`src/rtl/adder_ring_sequencer.sv`:
```
`default_nettype none
// ============================================================================
// Module   : adder_ring_sequencer
// Brief    : Sequences ring-oscillator delay measurements of an instrumented
//            adder: settle, gated run, drain, accumulate over repeated runs.
// Revision : 1.0 - initial release
// ============================================================================
module adder_ring_sequencer #(
    parameter int W      = 32,
    parameter int CW     = 32,
    parameter int GW     = 16,
    parameter int SETTLE = 4,
    parameter int DRAIN  = 3
) (
    input  logic          wb_clk_i,
    input  logic          wb_rst_i,
    input  logic          start,
    input  logic          abort,
    input  logic [W-1:0]  a_cfg,
    input  logic [W-1:0]  b_cfg,
    input  logic [W-1:0]  ext_mask_cfg,
    input  logic [W-1:0]  ring_mask_cfg,
    input  logic [GW-1:0] gate_cycles,
    input  logic [7:0]    repeats,
    output logic [W-1:0]  adder_a,
    output logic [W-1:0]  adder_b,
    output logic [W-1:0]  adder_ext_bit,
    output logic [W-1:0]  adder_ring_bit,
    output logic          ring_en,
    output logic          cnt_clr,
    input  logic [CW-1:0] cnt_val,
    input  logic [W-1:0]  sum_in,
    output logic          busy,
    output logic          done,
    output logic [CW-1:0] result_count,
    output logic [W-1:0]  result_sum,
    output logic          overflow
);

    typedef enum logic [2:0] {
        S_IDLE  = 3'd0,
        S_SETUP = 3'd1,
        S_RUN   = 3'd2,
        S_DRAIN = 3'd3,
        S_ACCUM = 3'd4,
        S_DONE  = 3'd5
    } state_t;

    localparam logic [GW-1:0] C_SETTLE_LAST = GW'(SETTLE - 1);
    localparam logic [GW-1:0] C_DRAIN_LAST  = GW'(DRAIN - 1);

    state_t        state_q;
    logic [GW-1:0] phase_q;
    logic [GW-1:0] gate_q;
    logic [7:0]    runs_q;
    logic [CW-1:0] acc_q;
    logic [CW:0]   acc_sum_d;
    logic [CW-1:0] acc_d;

    // Saturating accumulate; the carry out flags saturation.
    always_comb begin
        acc_sum_d = {1'b0, acc_q} + {1'b0, cnt_val};
        acc_d     = acc_sum_d[CW] ? {CW{1'b1}} : acc_sum_d[CW-1:0];
    end

    always_ff @(posedge wb_clk_i) begin
        if (wb_rst_i) begin
            state_q        <= S_IDLE;
            phase_q        <= '0;
            gate_q         <= '0;
            runs_q         <= '0;
            acc_q          <= '0;
            adder_a        <= '0;
            adder_b        <= '0;
            adder_ext_bit  <= '0;
            adder_ring_bit <= '0;
            ring_en        <= 1'b0;
            cnt_clr        <= 1'b0;
            busy           <= 1'b0;
            done           <= 1'b0;
            result_count   <= '0;
            result_sum     <= '0;
            overflow       <= 1'b0;
        end else if (abort) begin
            state_q <= S_IDLE;
            ring_en <= 1'b0;
            cnt_clr <= 1'b0;
            busy    <= 1'b0;
            done    <= 1'b0;
        end else begin
            case (state_q)
                S_IDLE: begin
                    done <= 1'b0;
                    if (start) begin
                        adder_a        <= a_cfg;
                        adder_b        <= b_cfg;
                        adder_ext_bit  <= ext_mask_cfg;
                        adder_ring_bit <= ring_mask_cfg;
                        gate_q         <= (gate_cycles == '0) ? GW'(1) : gate_cycles;
                        runs_q         <= (repeats == 8'd0) ? 8'd1 : repeats;
                        acc_q          <= '0;
                        overflow       <= 1'b0;
                        phase_q        <= C_SETTLE_LAST;
                        cnt_clr        <= 1'b1;
                        busy           <= 1'b1;
                        state_q        <= S_SETUP;
                    end
                end
                S_SETUP: begin
                    if (phase_q == '0) begin
                        phase_q <= gate_q - GW'(1);
                        cnt_clr <= 1'b0;
                        ring_en <= 1'b1;
                        state_q <= S_RUN;
                    end else begin
                        phase_q <= phase_q - GW'(1);
                    end
                end
                S_RUN: begin
                    if (phase_q == '0) begin
                        phase_q <= C_DRAIN_LAST;
                        ring_en <= 1'b0;
                        state_q <= S_DRAIN;
                    end else begin
                        phase_q <= phase_q - GW'(1);
                    end
                end
                S_DRAIN: begin
                    if (phase_q == '0) begin
                        state_q <= S_ACCUM;
                    end else begin
                        phase_q <= phase_q - GW'(1);
                    end
                end
                S_ACCUM: begin
                    acc_q      <= acc_d;
                    result_sum <= sum_in;
                    runs_q     <= runs_q - 8'd1;
                    if (acc_sum_d[CW]) begin
                        overflow <= 1'b1;
                    end
                    // result_count is loaded on entry to DONE so it is valid with the pulse.
                    if (runs_q == 8'd1) begin
                        result_count <= acc_d;
                        done         <= 1'b1;
                        busy         <= 1'b0;
                        state_q      <= S_DONE;
                    end else begin
                        phase_q <= C_SETTLE_LAST;
                        cnt_clr <= 1'b1;
                        state_q <= S_SETUP;
                    end
                end
                S_DONE: begin
                    done    <= 1'b0;
                    state_q <= S_IDLE;
                end
                default: begin
                    ring_en <= 1'b0;
                    cnt_clr <= 1'b0;
                    busy    <= 1'b0;
                    done    <= 1'b0;
                    state_q <= S_IDLE;
                end
            endcase
        end
    end

endmodule
`default_nettype wire
```
`config.mk`:
```
export PLATFORM = sky130hd
export DESIGN_NAME = adder_ring_sequencer
export DESIGN_NICKNAME = d
export VERILOG_FILES = /design/src/rtl/adder_ring_sequencer.sv
export SDC_FILE = /design/constraint.sdc
export NUM_CORES = 1
export LEC_CHECK = 0
export CAP_MARGIN = 40
export CORE_MARGIN = 5
export CORE_UTILIZATION = 36
export CTS_BUF_LIST = sky130_fd_sc_hd__clkbuf_8
export DETAILED_ROUTE_END_ITERATION = 8
export GPL_TIMING_DRIVEN = 0
export PLACE_DENSITY = 0.66
export SYNTH_ARGS = -nofsm -noshare
export SYNTH_HDL_FRONTEND = slang
export SYNTH_SLANG_ARGS = --single-unit
```
`constraint.sdc`:
```
create_clock -name wb_clk_i -period 10.15 [get_ports wb_clk_i]
set_clock_uncertainty 0.15 [all_clocks]
set_input_delay 2.5375 -clock wb_clk_i [delete_from_list [all_inputs] [get_ports wb_clk_i]]
set_output_delay 2.5375 -clock wb_clk_i [all_outputs]
set_load 0.005 [all_outputs]
```
==> results of run 1 <==
==> critical path, cell delays in order <==
cell and delay (ns):
clkdlybuf4s50_1 0.46, ha_1 0.27, fa_1 0.44, a211oi_1 0.26, o21a_1 0.24, a21oi_1 0.17, o21ai_2 0.26, nand2_1 0.14
a211oi_2 0.66, buf_2 0.35, a21oi_1 0.09, a21oi_1 0.16, nor2_1 0.05
==> cell type report <==
class	count	share of cell area
multi-input cells	1155	0.345
flip-flops and latches	272	0.309
repair buffers	417	0.237
clock buffers	58	0.0453
well taps	442	0.0314
plain buffers	99	0.0221
clock inverters	23	0.00695
inverters	15	0.00319
diodes	3	0.000426
==> cell families (layout without fill, tap and decap cells) <==
| kind of cell | count (synthesis) | count (layout) | share of synthesized area |
|---|---|---|---|
| buffers and inverters | 114 | 612 | 0.0373 |
| DFF | 272 | 272 | 0.455 |
| muxes | 1 | 1 | 0.000836 |
| xor gates and xnor gates | 47 | 47 | 0.0344 |
| AOI/OAI and AO/OA | 439 | 439 | 0.215 |
| and+or+nand+nor | 631 | 631 | 0.219 |
| adders and majority gates | 37 | 37 | 0.0393 |
| other | 0 | 3 | 0 |
==> metrics by stage <==
stage	hold slack, ns	cells	cell area (µm²)	util	worst slack (ns)
after floorplan	0.279	1541	12000	-	5.02
after CTS	0.305	2481	17600	0.539	4.45
after global routing	0.320	2483	17600	0.539	4.15
after detailed placement	0.296	2400	16700	0.511	3.82
final	0.302	2484	17600	0.539	4.33
after global placement	0.289	2399	16700	0.510	3.85
==> synthesized netlist by cell type (all sizes together) (3+ instances only) <==
cell type	instances
and3	6
o21bai	5
a221o	3
a221oi	3
or2	4
xor2	22
nor3	27
a21o	12
a211oi	42
o21a	4
a22oi	5
or4	4
nor3b	4
inv	14
buf	11
clkbuf	88
a311oi	9
xnor2	25
nor4	11
a31oi	3
o211ai	3
a21oi	250
nand3	10
dfxtp	272
o21ai	82
or3	5
nor2	117
nand2b	8
ha	36
nand2	421
a31o	3
==> flip-flops by register name (all words and copies together), names as in the netlist <==
name and count:
acc_q 32, adder_a 32, adder_b 32, adder_ext_bit 32, adder_ring_bit 32, busy 1
cnt_clr 1, done 1, gate_q 16, overflow 1, phase_q 16, result_count 32
result_sum 32, ring_en 1, runs_q 8, state_q 3
==> routing by layer <==
| metal | share of wire | vias to the layer above | wire length, µm | track usage |
|---|---|---|---|---|
| li1 | - | 6201 | - | - |
| met1 | 0.41 | 5819 | 19400 | 0.299 |
| met2 | 0.48 | 417 | 22800 | 0.404 |
| met3 | 0.074 | 87 | 3470 | 0.0707 |
| met4 | 0.030 | 4 | 1420 | 0.0842 |
| met5 | 0.00057 | - | 27 | 0 |
==> cells in the final DEF (no fill, tap or decap), drive strengths merged, types with 3 or more instances in the layout <==
master / instances
nand3: 10
dfxtp: 272
or2: 4
and3: 6
diode: 3
a22oi: 5
clkinv: 3
nand2: 421
a311oi: 9
ha: 36
nor4: 11
clkdlybuf4s50: 416
a221oi: 3
nand2b: 8
nor3b: 4
a31oi: 3
a21o: 12
clkbuf: 146
o21bai: 5
a221o: 3
a31o: 3
o21a: 4
o211ai: 3
xnor2: 25
inv: 32
or4: 4
buf: 12
nor2: 117
o21ai: 82
xor2: 22
nor3: 27
or3: 5
a21oi: 250
a211oi: 42
==> power breakdown <==
group          switching, mW  internal [mW]  total (mW)  leakage (nW)
registers             0.0219           1.10        1.12          2.21
clock network          0.459          0.537       0.997         0.535
logic                  0.173          0.181       0.354          3.72
==> path summary, 6_finish.rpt <==
| check | startpoint | to | slack [ns] | cells past startpoint |
|---|---|---|---|---|
| worst min register to register | adder_a[21] | adder_a[21] | 0.30 | 2 |
| worst max register to register | acc_q[0] | acc_q[21] | 6.49 | 12 |
| worst max-delay path | cnt_val[0] | acc_q[21] | 4.33 | 13 |
| worst min-delay path | adder_a[21] | adder_a[21] | 0.30 | 2 |
==> key figures, run 1 <==
Run status
  • Run status: finished, final reports clean

Clock network
  • Post-CTS setup repair buffer count: 0
  • Clock edge transition at the registers on the reported setup and hold paths: 0.06 ns
  • Deepest level of the CTS H-tree: 2
  • Insertion delay to the later sink of the worst-skew pair: 0.58 ns
  • Root Driver: clkbuf_8
  • TritonCTS clock tree: yes
  • Post-CTS Resized: 0
  • TritonCTS buffer count: 49
  • Clock Sink Count: ~270
  • Max Buffers Root-to-Sink: 3
  • Post-CTS Hold Buffers: 0

Finish
  • Total area of sequential cells: between 0.005 and 0.006 mm²
  • Share of final-layout standard cells stronger than drive strength 1: 0.0486
  • Area growth from synthesis to final layout: 47.2%
  • Post-layout nets: 2266
  • Total of fill cells in the finished design: 3178
  • Multi-input gate area: 0.00608 mm²

STA
  • Number of hold-slack violations in the final timing report: 0
  • Highest Clock Rate: 172 MHz
  • Worst slew slack as a fraction of its limit: 0.390
  • Fin Setup TNS: 0 ns
  • Max-slew violations: 0
  • Setup repair after global routing missed its margin: no
  • Post-layout min period: 5.82 ns
  • Crit share post-route: 0.574
  • Pin slew with the least headroom to its limit: 0.916 ns
  • # setup viols final: 0

Route
  • Drt via density: about 5.0
  • Residual antenna-violating net count after detailed routing: 0
  • DRT iter0 DRCs: 751
  • Total wire length after detailed routing: 47100 µm
  • Via count: 12528
  • Count of TritonRoute iterations in the first routing pass: 5
  • Average wire per standard cell: 18.9 µm
  • Number of remaining DRC errors: 0

Floorplan
  • Horizontal die dimension: between 150 and 200 µm
  • Area of the core region: 0.0327 mm²
  • Row count: 66
  • DIE AREA: 0.0370 mm²
  • Number of I/O pins: 417
  • Die boundary height: 192 µm
  • Initial standard-cell utilization of the core: 0.366

Yosys
  • Share of Yosys cell area claimed by the top area cell type: 0.455
  • Top cells by area in the synthesized netlist: dfxtp_1 (45%), nand2_1 (13%), a21oi_1 (10%), ha_1 (3.8%), nor2_1 (3.6%)
  • Post-synth EDFFs: 0
  • Most used flip-flop cell after synthesis: dfxtp_1
  • Post-synthesis average cell area: 7.77 µm²
  • Distinct cell type count of the synthesized netlist: 74
  • Number of warnings issued by yosys: 0
  • Synthesized instance count: 1541
  • Total standard cell area after synthesis: 0.0120 mm²
  • Largest area contributor in the netlist: dfxtp_1
  • Flip-flop and latch count after synthesis: 272
  • Share of flip-flops with an asynchronous set or reset: 0
  • Post-synth net total: ~1800
  • Proportion of synthesized chip area in sequential cells: 0.455

Flow run
  • Maximum capacitance violations: 0

Power and ir drop
  • Overall power after layout: between 2 and 2.5 mW
  • Largest vdd supply drop: 0.0000914 V
  • Cell Pwr Density: ~140 mW/mm²
  • Standby leakage power: 6.47 nW

Global routing
  • Overflow left after global routing: 0
  • Total routing resource utilization after global routing: 0.242
  • Number of antenna violations at the first check in global routing: 4
  • Global-route wire length before repair: 69800 µm
  • Vias in the first global route: 12075
  • Largest net degree at the start of global routing: 13

Worst setup path
  • Startpoint types: input port
  • Biggest fanout along the worst timing path: 10
  • Worst setup path class: in -> reg
  • Type of element capturing the critical path: register
  • Data required time of the critical path: 10.43 ns
  • Arrival time reported for the critical path endpoint: 6.11 ns

Placed design
  • Quantity of I/O buffers inserted on ports: 416
  • Placer's final routability congestion estimate: 0.932
  • HPWL reported at the end of detailed placement: 36500 µm

Hold path
  • Classification of the worst-slack hold path: reg -> reg
Note: power is estimated with default switching activity, not from simulation.
==> inputs of run 2 (changes only) <==
--- a/config.mk
+++ b/config.mk
@@ -11,7 +11,7 @@
 export CTS_BUF_LIST = sky130_fd_sc_hd__clkbuf_8
 export DETAILED_ROUTE_END_ITERATION = 8
 export GPL_TIMING_DRIVEN = 0
-export PLACE_DENSITY = 0.66
+export PLACE_DENSITY = 0.69
 export SYNTH_ARGS = -nofsm -noshare
 export SYNTH_HDL_FRONTEND = slang
 export SYNTH_SLANG_ARGS = --single-unit
==> constraint.sdc (replaced) <==
create_clock -name wb_clk_i -period 5.2 [get_ports wb_clk_i]
set_clock_uncertainty 0.15 [all_clocks]
set_input_delay 1.3 -clock wb_clk_i [delete_from_list [all_inputs] [get_ports wb_clk_i]]
set_output_delay 1.3 -clock wb_clk_i [all_outputs]
set_load 0.005 [all_outputs]
==> run 2 against run 1 <==
Effect of this change: combinational power grew 96%; non-clock buffer count is the same; global-route usage shrank 0.37 points; critical path depth is the same; worst setup slack lost 3.6 ns; largest power group unchanged.
==> key figures, run 2 (synthesis results as in run 1) <==
Route
  • Average wire per standard cell: 18.7 µm (was 18.9 µm)
  • Total wire length after detailed routing: 46500 µm (was 47100 µm)
  • Count of TritonRoute iterations in the first routing pass: 7 (was 5)
  • Via count: 12539 (was 12528)
  • Drt via density: 5.05 (was 5.04)
  • Residual antenna-violating net count after detailed routing: 0 (unchanged)
  • DRT iter0 DRCs: 759 (was 751)
  • Number of remaining DRC errors: 0 (unchanged)

Finish
  • Area growth from synthesis to final layout: 47.6% (was 47.2%)
  • Post-layout nets: 2265 (was 2266)
  • Total area of sequential cells: 0.00545 mm² (unchanged)
  • Final core utilization: 0.540 (was 0.539)
  • Share of final-layout standard cells stronger than drive strength 1: 0.0505 (was 0.0486)
  • Multi-input gate area: 0.00608 mm² (unchanged)
  • Most frequent cells in the layout: nand2_1 (420), clkdlybuf4s50_1 (416), dfxtp_1 (272) (unchanged)
  • Total of fill cells in the finished design: 3145 (was 3178)
  • Leading cell type in the layout, fill and taps excluded: nand2_1 (unchanged)

Clock network
  • Post-CTS setup repair buffer count: 0 (unchanged)
  • Insertion delay to the later sink of the worst-skew pair: 0.57 ns (was 0.58 ns)
  • Clock edge transition at the registers on the reported setup and hold paths: 0.06 ns (about the same)
  • TritonCTS buffer count: 48 (was 49)
  • Max Buffers Root-to-Sink: 3 (unchanged)
  • Root Driver: clkbuf_8 (unchanged)
  • Clock Sink Count: 272 (unchanged)
  • Post-CTS Hold Buffers: 0 (unchanged)
  • Post-CTS Resized: 0 (unchanged)
  • TritonCTS clock tree: yes (unchanged)
  • Deepest level of the CTS H-tree: 2 (unchanged)

Worst setup path
  • Arrival time reported for the critical path endpoint: 4.75 ns (was 6.11 ns)
  • Worst setup path class: in -> reg (unchanged)
  • Data required time of the critical path: 5.50 ns (was 10.43 ns)
  • Type of element capturing the critical path: register (unchanged)
  • Startpoint types: input port (unchanged)
  • Biggest fanout along the worst timing path: 10 (unchanged)

Floorplan
  • Horizontal die dimension: 192 µm (unchanged)
  • Area of the core region: 0.0327 mm² (unchanged)
  • DIE AREA: 0.0370 mm² (unchanged)
  • Row count: 66 (unchanged)
  • Number of I/O pins: 417 (unchanged)
  • Die boundary height: 192 µm (unchanged)
  • Initial standard-cell utilization of the core: 0.366 (unchanged)

Power and ir drop
  • Cell Pwr Density: 276 mW/mm² (was 140 mW/mm²)
  • Standby leakage power: 6.48 nW (was 6.47 nW)
  • Largest vdd supply drop: 0.000210 V (was 0.0000914 V)

Global routing
  • Number of antenna violations at the first check in global routing: 1 (was 4)
  • Largest net degree at the start of global routing: 13 (unchanged)
  • Overflow left after global routing: 0 (unchanged)
  • Vias in the first global route: 12239 (was 12075)
  • Global-route wire length before repair: 69100 µm (was 69800 µm)
  • Total routing resource utilization after global routing: 0.238 (was 0.242)

STA
  • Fin Setup TNS: 0 ns (unchanged)
  • Worst slew slack as a fraction of its limit: 0.479 (was 0.390)
  • Post-layout min period: 4.46 ns
  • Crit share post-route: 0.857
  • Max-slew violations: 0 (unchanged)
  • Highest Clock Rate: 224 MHz
  • Number of hold-slack violations in the final timing report: 0 (unchanged)
  • Pin slew with the least headroom to its limit: 0.782 ns (was 0.916 ns)
  • # setup viols final: 0 (unchanged)
  • Setup repair after global routing missed its margin: no (unchanged)

Placed design
  • HPWL reported at the end of detailed placement: 36300 µm (was 36500 µm)
  • Placer's final routability congestion estimate: 0.893 (was 0.932)
  • Quantity of I/O buffers inserted on ports: 416 (unchanged)

Run status
  • Run status: finished, final reports clean (unchanged)

Hold path
  • Classification of the worst-slack hold path: reg -> reg (unchanged)

Flow run
  • Maximum capacitance violations: 0 (unchanged)
==> run 2: cell count changes in the layout (fill, tap and decap cells not counted), sizes merged <==
cell / delta
diode: -1
inv: -3
clkbuf: +4
==> run 2: report_power, final <==
group | total, mW | internal (mW) | switching [mW]
clock | 1.99 | 1.11 | 0.882
combinational | 0.693 | 0.353 | 0.340
sequential | 2.19 | 2.15 | 0.0417
==> run 2: per-stage QoR <==
step / hold slack [ns] / instances / setup slack [ns] / area (µm²) / power [mW]
2_1_floorplan: 0.279 / 1541 / 1.30 / 12000 / 2.53
3_3_place_gp: 0.288 / 2399 / 0.145 / 16700 / 2.92
6_report: 0.300 / 2484 / 0.743 / 17700 / 4.87
3_5_place_dp: 0.296 / 2400 / 0.0961 / 16700 / 2.92
5_1_grt: 0.321 / 2483 / 0.536 / 17700 / 5.10
4_1_cts: 0.303 / 2482 / 0.739 / 17700 / 4.93
==> run 2: cell type report <==
class / count / share of cell area
sequential: 272 / 0.308
tap: 442 / 0.0313
buffer: 99 / 0.0221
multi-input combinational: 1155 / 0.344
antenna: 2 / 0.000283
clock buffer: 62 / 0.0483
clock inverter: 20 / 0.00630
inverter: 15 / 0.00319
timing repair buffer: 417 / 0.236
==> run 2: worst paths after layout <==
check / startpoint / to / slack [ns] / depth (start not counted)
worst min register to register: result_sum[4] / result_sum[4] / 0.30 / 2
worst max-delay path: cnt_val[0] / acc_q[21] / 0.74 / 13
worst min-delay path: result_sum[4] / result_sum[4] / 0.30 / 2
worst max register to register: acc_q[0] / acc_q[21] / 1.64 / 12
==> run 2: worst max-delay path, stage by stage <==
cell	delay (ns)
clkdlybuf4s50_1	0.44
ha_1	0.26
fa_1	0.43
a211oi_1	0.26
o21a_1	0.25
a21oi_1	0.15
o21ai_2	0.23
nand2_1	0.13
a211oi_2	0.63
buf_2	0.36
a21oi_1	0.09
a21oi_1	0.14
nor2_1	0.05
==> run 2: layer usage <==
metal,global-route usage,part of all wire
met2,0.403,0.48
met3,0.0733,0.082
met4,0.0721,0.026
met1,0.293,0.41
met5,0,0
==> inputs of run 3 (changes only) <==
--- a/config.mk
+++ b/config.mk
@@ -10,8 +10,8 @@
 export CORE_UTILIZATION = 36
 export CTS_BUF_LIST = sky130_fd_sc_hd__clkbuf_8
 export DETAILED_ROUTE_END_ITERATION = 8
-export GPL_TIMING_DRIVEN = 0
 export PLACE_DENSITY = 0.69
+export SETUP_SLACK_MARGIN = 0.15
 export SYNTH_ARGS = -nofsm -noshare
 export SYNTH_HDL_FRONTEND = slang
 export SYNTH_SLANG_ARGS = --single-unit
==> run 3 against run 2 <==
Effect of this change: wire length down 11%; worst setup slack better by 0.11 ns; power down 2.3%; global-route usage down 2.8 points; critical path depth down 1; register-to-register slack better by 0.12 ns; sequential share of layout area up 0.43 points; clock power down 4%; flip-flop and latch count unchanged; count of clock-buffer cells in the layout down 3; cell area down 1.4%; first-iteration DRC count down 13%; critical endpoint is now acc_q[20]; largest power group unchanged; highest routed layer unchanged.
==> key figures, run 3 (synthesis results as in run 1) <==
Run status
  • Run status: finished, final reports clean (unchanged)

Global routing
  • Total routing resource utilization after global routing: 0.210 (was 0.238)
  • Overflow left after global routing: 0 (unchanged)
  • Global-route wire length before repair: 62700 µm (was 69100 µm)
  • Number of antenna violations at the first check in global routing: 1 (unchanged)
  • Largest net degree at the start of global routing: 78 (was 13)
  • Vias in the first global route: 11782 (was 12239)

Worst setup path
  • Cell chain of the critical path: clkdlybuf4s50_1, ha_1, fa_1, a211oi_1, o21a_1, a21oi_1, o21ai_2, nand2_1, a211o_1, buf_4, nor2_1, o21ai_0 (was clkdlybuf4s50_1, ha_1, fa_1, a211oi_1, o21a_1, a21oi_1, o21ai_2, nand2_1, a211oi_2, buf_2, a21oi_1, a21oi_1, nor2_1)
  • Worst r2r src: acc_q[0] (unchanged)
  • Worst R2R Path Depth: 11 (was 12)
  • Slack of the worst reg-to-reg path: 1.76 ns (was 1.64 ns)
  • Type of element capturing the critical path: register (unchanged)
  • Biggest fanout along the worst timing path: 16 (was 10)
  • Logic depth of the worst path, buffers included: 12 (was 13)
  • Startpoint types: input port (unchanged)
  • Slowest stage delay, CP: 0.54 ns (was 0.63 ns)
  • Slowest cell on the critical path: a211o_1 (was a211oi_2)
  • Top Family by Delay on Critical Path: compound AO/OA/AOI/OAI gates (unchanged)
  • Arrival time reported for the critical path endpoint: 4.59 ns (was 4.75 ns)
  • Worst setup path class: in -> reg (unchanged)
  • Capture point of the worst path: acc_q[20] (was acc_q[21])
  • Worst path buffer plus inverter count: 2 (unchanged)
  • CP startpoint: cnt_val[0] (unchanged)
  • Reg-to-reg critical path endpoint: acc_q[20] (was acc_q[21])
  • Data required time of the critical path: 5.45 ns (was 5.50 ns)

Hold path
  • Classification of the worst-slack hold path: reg -> reg (unchanged)

Placed design
  • Quantity of I/O buffers inserted on ports: 416 (unchanged)
  • HPWL reported at the end of detailed placement: 30100 µm (was 36300 µm)
  • Placer's final routability congestion estimate: 0.878 (was 0.893)
  • Cell area after placement: 0.0165 mm² (was 0.0167 mm²)

Clock network
  • TritonCTS clock tree: yes (unchanged)
  • Deepest level of the CTS H-tree: 2 (unchanged)
  • Clock Sink Count: 272 (unchanged)
  • Post-CTS setup repair buffer count: 0 (unchanged)
  • Root Driver: clkbuf_8 (unchanged)
  • Post-CTS Hold Buffers: 0 (unchanged)
  • Max Buffers Root-to-Sink: 3 (unchanged)
  • Post-CTS Resized: 0 (unchanged)
  • TritonCTS buffer count: 49 (was 48)
  • Clock edge transition at the registers on the reported setup and hold paths: 0.06 ns (about the same)
  • Insertion delay to the later sink of the worst-skew pair: 0.56 ns (was 0.57 ns)

Route
  • Total wire length after detailed routing: 41400 µm (was 46500 µm)
  • Count of TritonRoute iterations in the first routing pass: 5 (was 7)
  • Via count: 12140 (was 12539)
  • Drt via density: 5.05 (about the same)
  • DRT iter0 DRCs: 661 (was 759)
  • Number of remaining DRC errors: 0 (unchanged)
  • Residual antenna-violating net count after detailed routing: 0 (unchanged)
  • Average wire per standard cell: 17.2 µm (was 18.7 µm)

Floorplan
  • Area of the core region: 0.0327 mm² (unchanged)
  • Initial standard-cell utilization of the core: 0.366 (unchanged)
  • Horizontal die dimension: 192 µm (unchanged)
  • Number of I/O pins: 417 (unchanged)
  • DIE AREA: 0.0370 mm² (unchanged)
  • Row count: 66 (unchanged)
  • Die boundary height: 192 µm (unchanged)

Power and ir drop
  • Net switching power of the design: 1.24 mW (was 1.26 mW)
  • Sequential group share of total power: 0.460 (was 0.450)
  • Standby leakage power: 6.43 nW (was 6.48 nW)
  • Internal power: 3.52 mW (was 3.61 mW)
  • Cell Pwr Density: 273 mW/mm² (was 276 mW/mm²)
  • Power share of the clock group: 0.403 (was 0.408)
  • Largest vdd supply drop: 0.000237 V (was 0.000210 V)
  • Portion of total power attributed to combinational logic: 0.137 (was 0.142)
  • Net switching fraction of the power: 0.260 (was 0.259)

STA
  • Max-slew violations: 0 (unchanged)
  • Highest Clock Rate: 230 MHz (was 224 MHz)
  • Post-layout min period: 4.34 ns (was 4.46 ns)
  • Pin slew with the least headroom to its limit: 0.929 ns (was 0.782 ns)
  • Worst slew slack as a fraction of its limit: 0.380 (was 0.479)
  • Number of hold-slack violations in the final timing report: 0 (unchanged)
  • # setup viols final: 0 (unchanged)
  • Crit share post-route: 0.835 (was 0.857)
  • Setup repair after global routing missed its margin: no (unchanged)
  • Fin Setup TNS: 0 ns (unchanged)

Finish
  • Most frequent cells in the layout: nand2_1 (420), clkdlybuf4s50_1 (415), dfxtp_1 (272) (was nand2_1 (420), clkdlybuf4s50_1 (416), dfxtp_1 (272))
  • Total of fill cells in the finished design: 3075 (was 3145)
  • Post-layout nets: 2181 (was 2265)
  • Share of final-layout standard cells stronger than drive strength 1: 0.0577 (was 0.0505)
  • Leading cell type in the layout, fill and taps excluded: nand2_1 (unchanged)
  • Summed area of non-filler cells in the final layout: 0.0174 mm² (was 0.0177 mm²)
  • Area growth from synthesis to final layout: 45.6% (was 47.6%)

Flow run
  • Maximum capacitance violations: 0 (unchanged)
-- run 3: changes by cell type in the layout (fill, tap and decap cells not counted), moves of 3 or more --
cell	delta
buf_2	-6
buf_4	+10
clkinv_2	+3
clkbuf_1	-88
inv_1	+5
clkbuf_8	-3
-- run 3: routing by layer --
layer / vias to the layer above / share of wire / track usage
met4: 0 / 0.029 / 0.0716
met1: 5635 / 0.40 / 0.253
li1: 6040 / - / -
met5: - / 0 / 0
met2: 392 / 0.49 / 0.352
met3: 73 / 0.084 / 0.0713
-- run 3: per-stage QoR --
| stage | hold slack, ns | instances | total power [mW] | setup slack [ns] | util |
|---|---|---|---|---|---|
| CTS | 0.304 | 2402 | 4.83 | 0.926 | 0.533 |
| global placement | 0.289 | 2314 | 2.88 | 0.421 | 0.503 |
| finish | 0.301 | 2406 | 4.76 | 0.857 | 0.533 |
| global route | 0.323 | 2403 | 5.00 | 0.655 | 0.533 |
| floorplan | 0.279 | 1541 | 2.53 | 1.30 | - |
| detailed placement | 0.296 | 2315 | 2.89 | 0.323 | 0.504 |
-- run 3: area by class of cell --
| cell class | count | area (µm²) | share of cell area |
|---|---|---|---|
| flip-flops and latches | 272 | 5450 | 0.312 |
| clock inverters | 28 | 128 | 0.00732 |
| well taps | 442 | 553 | 0.0317 |
| inverters | 15 | 56.3 | 0.00323 |
| diodes | 4 | 10.0 | 0.000574 |
| clock buffers | 59 | 812 | 0.0466 |
| multi-input cells | 1155 | 6120 | 0.351 |
| repair buffers | 431 | 4310 | 0.247 |
-- run 3: worst min path at each step --
stage,start,endpoint,cells after the start
global placement,acc_q[4],acc_q[4],2
floorplan,acc_q[0],acc_q[0],2
finish,adder_b[21],adder_b[21],2
detailed placement,adder_a[25],adder_a[25],2
global route,result_sum[15],result_sum[15],2
CTS,result_sum[12],result_sum[12],2
-- run 3: tightest hold or removal path: stages, from the launching register on --
cell and delay [ns]:
dfxtp_1 0.30, nand2_1 0.05, a21oi_1 0.05
-- run 3: power groups by stage --
stage / combinational, mW / sequential [mW] / clock (mW)
2_1_floorplan: 0.295 / 2.23 / 0
3_3_place_gp: 0.646 / 2.23 / 0
3_5_place_dp: 0.652 / 2.23 / 0
4_1_cts: 0.657 / 2.19 / 1.98
5_1_grt: 0.717 / 2.20 / 2.08
6_report: 0.653 / 2.19 / 1.92
==> RTL change 1: new RTL, config.mk and constraints of run 2 <==
Register the output `adder_a` once more, without a reset; this adds one clock of latency there. The other outputs are not delayed to match.
--- a/src/rtl/adder_ring_sequencer.sv
+++ b/src/rtl/adder_ring_sequencer.sv
@@ -50,4 +50,6 @@
     localparam logic [GW-1:0] C_DRAIN_LAST  = GW'(DRAIN - 1);
 
+    logic [W-1:0] adder_a_s0;
+
     state_t        state_q;
     logic [GW-1:0] phase_q;
@@ -71,5 +73,5 @@
             runs_q         <= '0;
             acc_q          <= '0;
-            adder_a        <= '0;
+            adder_a_s0     <= '0;
             adder_b        <= '0;
             adder_ext_bit  <= '0;
@@ -93,5 +95,5 @@
                     done <= 1'b0;
                     if (start) begin
-                        adder_a        <= a_cfg;
+                        adder_a_s0     <= a_cfg;
                         adder_b        <= b_cfg;
                         adder_ext_bit  <= ext_mask_cfg;
@@ -167,4 +169,8 @@
     end
 
+    always_ff @(posedge wb_clk_i) begin
+        adder_a <= adder_a_s0;
+    end
+
 endmodule
 `default_nettype wire
Behaviour: not the same (a bounded check fails within 4 cycles, from zero or initial values and one cycle with wb_rst_i high).
==> RTL change 1 against run 2 <==
- worst setup slack got worse by 0.37 ns
- clock power rose by 15%
- largest cell class unchanged
- largest power group unchanged
- cell count rose by 5.3%
- sequential cell count rose by 32
- area after synthesis rose by 7.5%
- routed wire length rose by 8.3%
- total power rose by 12%
- sequential share of layout area rose by 1.6 points
- cell area rose by 6.2%
==> RTL change 1: results (changes against run 2) <==
[finish]
nets = 2368  ; was 2265
drive_above_1_share_pct = 4.65  ; was 5.05%
fillers = 3388  ; was 3145

[synthesis]
synth_cell_types = 64  ; was 74
seq_area_frac_synth_pct = 47.3  ; was 45.5%
synth_top_cells_by_count = 428 x nand2_1, 304 x dfxtp_1, 266 x a21oi_1  ; was 420 x nand2_1, 272 x dfxtp_1, 247 x a21oi_1
synth.top_cells.by_area = dfxtp_1 47%, nand2_1 12%, a21oi_1 10%, nor2_1 3.8%, ha_1 3.5%  ; was dfxtp_1 45%, nand2_1 13%, a21oi_1 10%, ha_1 3.8%, nor2_1 3.6%
synth_nets = 1894  ; was 1798

[placement]
gp_congestion = 0.915  ; was 0.893
place_ws_ns = -0.240  ; was 0.0961 ns
io_buffers = 415  ; was 416
dp_hpwl_mm = 39.4  ; was 36.3 mm

[worst_setup_path]
r2r-start = acc_q[0]  ; unchanged
crit_end = result_count[22]  ; was acc_q[21]
critPathMaxFanout = 10  ; unchanged
cpMaxStageDelayCell = nor3_1  ; was a211oi_2
crit_arrival_ns = 5.14  ; was 4.75 ns
reg2reg_depth = 11  ; was 12
r2r_slack_ns = 1.20  ; was 1.64 ns
max_stage_delay_ns = 0.65  ; was 0.63 ns

[cts]
cts_buffer_depth = 3  ; unchanged
cts-buffers-inserted = 53  ; was 48
clk_latency_ns = 0.63  ; was 0.57 ns

[global_route]
grt_max_degree = 14  ; was 13
track_usage_pct = 23.9  ; was 23.8%
met2_usage_pct = 38.3  ; was 40.3%
grt_pass1_wl_mm = 73.6  ; was 69.1 mm
grt_pass1_vias = 13100  ; was 12200
antenna_found_initial = 6  ; was 1
use_met1_pct = 29.9  ; was 29.3%
use_met3_pct = 7.47  ; was 7.33%

[detailed_routing]
wl_per_cell_um = 19.3  ; was 18.7 µm
first_pass_iters = 5  ; was 7
viasPerCell = 5.12  ; was 5.05
drtIter0Drc = 845  ; was 759

[sta]
tightest_slew_ns = 0.835  ; was 0.782 ns
fin_ws_ns = 0.369  ; was 0.743 ns

[status]
outcome = finished clean  ; unchanged

[power]
p_int_mw = 4.05  ; was 3.61 mW
leakage_nw = 6.85  ; was 6.48 nW
ir_drop_mv = 0.205  ; was 0.210 mV

-- RTL change 1: cell count changes after synthesis, moves of 8 or more --
cell	run 2	this run
a21oi_1	247	266
nor2_1	116	129
nand2_1	420	428
a31oi_1	3	11
dfxtp_1	272	304
clkbuf_1	88	97
-- RTL change 1: per-layer routing --
layer,routed length (µm),vias to the layer above
li1,-,6585
met1,20800,6196
met2,23300,479
met3,4110,114
met4,2190,4
met5,22,-
-- RTL change 1: how the worst min path moves through the flow --
stage	from	end	slack (ns)	depth (start not counted)
after detailed placement	adder_a_s0[13]	adder_a[13]	0.19	0
final	adder_a_s0[27]	adder_a[27]	0.20	0
after global routing	adder_a_s0[27]	adder_a[27]	0.20	0
after CTS	adder_a_s0[13]	adder_a[13]	0.20	0
after global placement	adder_a_s0[18]	adder_a[18]	0.18	0
after floorplan	adder_a_s0[0]	adder_a[0]	0.18	0
-- RTL change 1: through the flow --
stage | hold WS [ns] | cells | TNS [ns] | cell area [µm²]
final | 0.197 | 2615 | 0 | 18800
after global routing | 0.197 | 2611 | 0 | 18800
after CTS | 0.199 | 2611 | 0 | 18800
after detailed placement | 0.186 | 2517 | -1.10 | 17600
after global placement | 0.183 | 2513 | -0.839 | 17600
after floorplan | 0.181 | 1637 | 0 | 12900
-- RTL change 1: worst reg2reg max path, delay by kind of cell (launching register included) --
| kind | cells | cell delay [ns] |
|---|---|---|
| adder cells (fa/ha/maj) | 2 | 0.66 |
| flip-flops | 1 | 0.31 |
| AND/OR/NAND/NOR | 2 | 1.04 |
| buffers and inverters | 1 | 0.17 |
| AO/OA/AOI/OAI | 6 | 1.51 |
-- RTL change 1: cells by family (layout without fill, tap and decap cells) --
family | Yosys count | count (layout) | share of synthesized area (%)
xor+xnor | 44 | 44 | 2.99
fa+ha+maj | 37 | 37 | 3.65
flops | 304 | 304 | 47.3
buf+inv | 121 | 634 | 3.64
other cells | 0 | 4 | 0
compound gates | 464 | 464 | 20.9
simple gates | 666 | 666 | 21.5
mux | 1 | 1 | 0.0777
-- RTL change 1: layout make-up --
type | instances | area share [%]
Timing Repair Buffer | 419 | 22.4
Clock inverter | 25 | 0.840
Inverter | 16 | 0.320
Antenna cell | 4 | 0.0533
Multi-Input combinational cell | 1212 | 33.7
Buffer | 105 | 2.18
Clock buffer | 69 | 5.06
Sequential cell | 304 | 32.4
Tap cell | 461 | 3.07
-- RTL change 1: power groups by stage --
stage | clock, mW | sequential [mW] | combinational (mW)
4_1_cts | 2.34 | 2.45 | 0.732
2_1_floorplan | 0 | 2.50 | 0.312
3_3_place_gp | 0 | 2.50 | 0.717
5_1_grt | 2.45 | 2.46 | 0.794
3_5_place_dp | 0 | 2.50 | 0.727
6_report | 2.29 | 2.45 | 0.731
==> RTL change 2: new RTL, flow settings as in run 2 <==
Without the edit above. The parameter `CW` goes from 32 to 16.
--- a/src/rtl/adder_ring_sequencer.sv
+++ b/src/rtl/adder_ring_sequencer.sv
@@ -8,5 +8,5 @@
 module adder_ring_sequencer #(
     parameter int W      = 32,
-    parameter int CW     = 32,
+    parameter int CW     = 16,
     parameter int GW     = 16,
     parameter int SETTLE = 4,
Interface: changed (resized cnt_val and result_count); port bits go from 417 to 385. The function was not compared with the original's and may differ.
==> RTL change 2 against run 2 <==
- worst setup slack gained 0.44 ns
- sequential cell count shrank 32
- area after synthesis shrank 15%
- synthesized cell count shrank 15%
- largest cell class unchanged
- cell area shrank 14%
- routed wire length shrank 13%
- sequential share of layout area grew 0.78 points
- total power shrank 14%
==> RTL change 2: results (changes against run 2) <==
[placement]
dp_hpwl_mm = 31.3  ; was 36.3 mm
gp_congestion = 0.909  ; was 0.893
place_ws_ns = 0.667  ; was 0.0961 ns
io_buffers = 384  ; was 416
dp.cells = 2077  ; was 2400

[synthesis]
seq_area_frac_synth_pct = 47.5  ; was 45.5%
synth.top_cells.by_area = dfxtp_1 47%, nand2_1 15%, a21oi_1 11%, clkbuf_1 2.9%, o21ai_0 2.7%  ; was dfxtp_1 45%, nand2_1 13%, a21oi_1 10%, ha_1 3.8%, nor2_1 3.6%
ys_warn_count = 0  ; unchanged
synth_nets = 1540  ; was 1798
netlist_instances = 1315  ; was 1541
synth_top_cells_by_count = 402 x nand2_1, 240 x dfxtp_1, 225 x a21oi_1  ; was 420 x nand2_1, 272 x dfxtp_1, 247 x a21oi_1

[worst_setup_path]
max_stage_delay_ns = 0.44  ; was 0.63 ns
critical-path-top-delay-family = compound AO/OA/AOI/OAI gates  ; unchanged
cpMaxStageDelayCell = clkdlybuf4s50_1  ; was a211oi_2
crit_arrival_ns = 4.26  ; was 4.75 ns

[detailed_routing]
vias = 10800  ; was 12500
wl_per_cell_um = 18.8  ; was 18.7 µm
viasPerCell = 5.02  ; was 5.05
first_pass_iters = 4  ; was 7
drtIter0Drc = 569  ; was 759

[finish]
fillers = 2637  ; was 3145
nets = 1968  ; was 2265
drive_above_1_share_pct = 4.35  ; was 5.05%

[status]
outcome = finished clean  ; unchanged

[global_route]
grt_pass1_wl_mm = 59.3  ; was 69.1 mm
grt_pass1_vias = 10500  ; was 12200
grt_max_degree = 11  ; was 13
track_usage_pct = 24.1  ; was 23.8%
antenna_found_initial = 3  ; was 1

[power]
ir_drop_mv = 0.214  ; was 0.210 mV
leakage_nw = 5.42  ; was 6.48 nW
switchingPower_mw = 1.12  ; was 1.26 mW

[cts]
htreeDepth = 2  ; unchanged
cts_root_buf = clkbuf_8  ; unchanged
cts-buffers-inserted = 42  ; was 48

[worst_hold_path]
min_from = adder_ext_bit[1]  ; was result_sum[4]

RTL change 2: cell types whose count changed in the layout (fill, tap and decap cells not counted), sizes merged, moves of 11 or more:
cell,run 2,this run
dfxtp,272,240
a211oi,42,19
a21oi,250,225
nor2,117,63
clkdlybuf4s50,416,384
nor3,27,38
nand2,421,402
clkbuf,150,128
o21ai,82,57
ha,36,20
xor2,22,11
RTL change 2: through the flow:
| step | area [µm²] | power, mW |
|---|---|---|
| floorplan | 10100 | 2.24 |
| global placement | 14400 | 2.61 |
| detailed placement | 14400 | 2.62 |
| CTS | 15200 | 4.26 |
| global route | 15200 | 4.40 |
| finish | 15200 | 4.21 |
RTL change 2: final timing paths:
path / end / slack (ns) / depth (start not counted)
setup reg to reg: acc_q[8] / 2.11 / 9
hold / removal: adder_ext_bit[1] / 0.30 / 2
setup / recovery: acc_q[8] / 1.18 / 10
hold reg to reg: adder_ext_bit[1] / 0.30 / 2
RTL change 2: cell type report:
class                      count  area share [%]
tap                          378            3.11
clock inverter                20           0.535
timing repair buffer         384            25.3
buffer                        88            2.34
clock buffer                  50            4.52
sequential                   240            31.6
antenna                        1          0.0165
inverter                      22           0.543
multi-input combinational    965            32.1
RTL change 2: kinds of logic (layout without fill, tap and decap cells):
| group | after synthesis | after routing | share of synthesized area, % |
|---|---|---|---|
| AND/OR/NAND/NOR | 560 | 560 | 23.1 |
| AO/OA/AOI/OAI | 355 | 355 | 19.9 |
| flip-flops | 240 | 240 | 47.5 |
| buffers and inverters | 110 | 564 | 4.33 |
| XOR/XNOR | 26 | 26 | 2.25 |
| adder cells (fa/ha/maj) | 21 | 21 | 2.67 |
| multiplexers | 3 | 3 | 0.297 |
| other | 0 | 1 | 0 |
RTL change 2: per-layer routing:
metal | part of all wire, % | global-route usage, %
met5 | 0.052 | 0
met4 | 3.2 | 8.22
met3 | 8.6 | 7.99
met2 | 48 | 40.8
met1 | 40 | 28.8
RTL change 2: power by group through the flow:
stage / Clock (mW) / Combinational [mW] / Sequential (mW)
final: 1.63 / 0.639 / 1.94
after global placement: 0 / 0.634 / 1.98
after global routing: 1.76 / 0.695 / 1.95
after detailed placement: 0 / 0.637 / 1.98
after CTS: 1.67 / 0.641 / 1.94
after floorplan: 0 / 0.260 / 1.98
RTL change 2: worst reg2reg max path: stages (launching register included):
cell	delay, ns
dfxtp_1	0.31
ha_1	0.20
fa_1	0.43
a211oi_1	0.36
o211ai_1	0.21
a41oi_1	0.30
a41oi_2	0.28
clkbuf_1	0.33
o21ai_0	0.28
a21oi_1	0.09
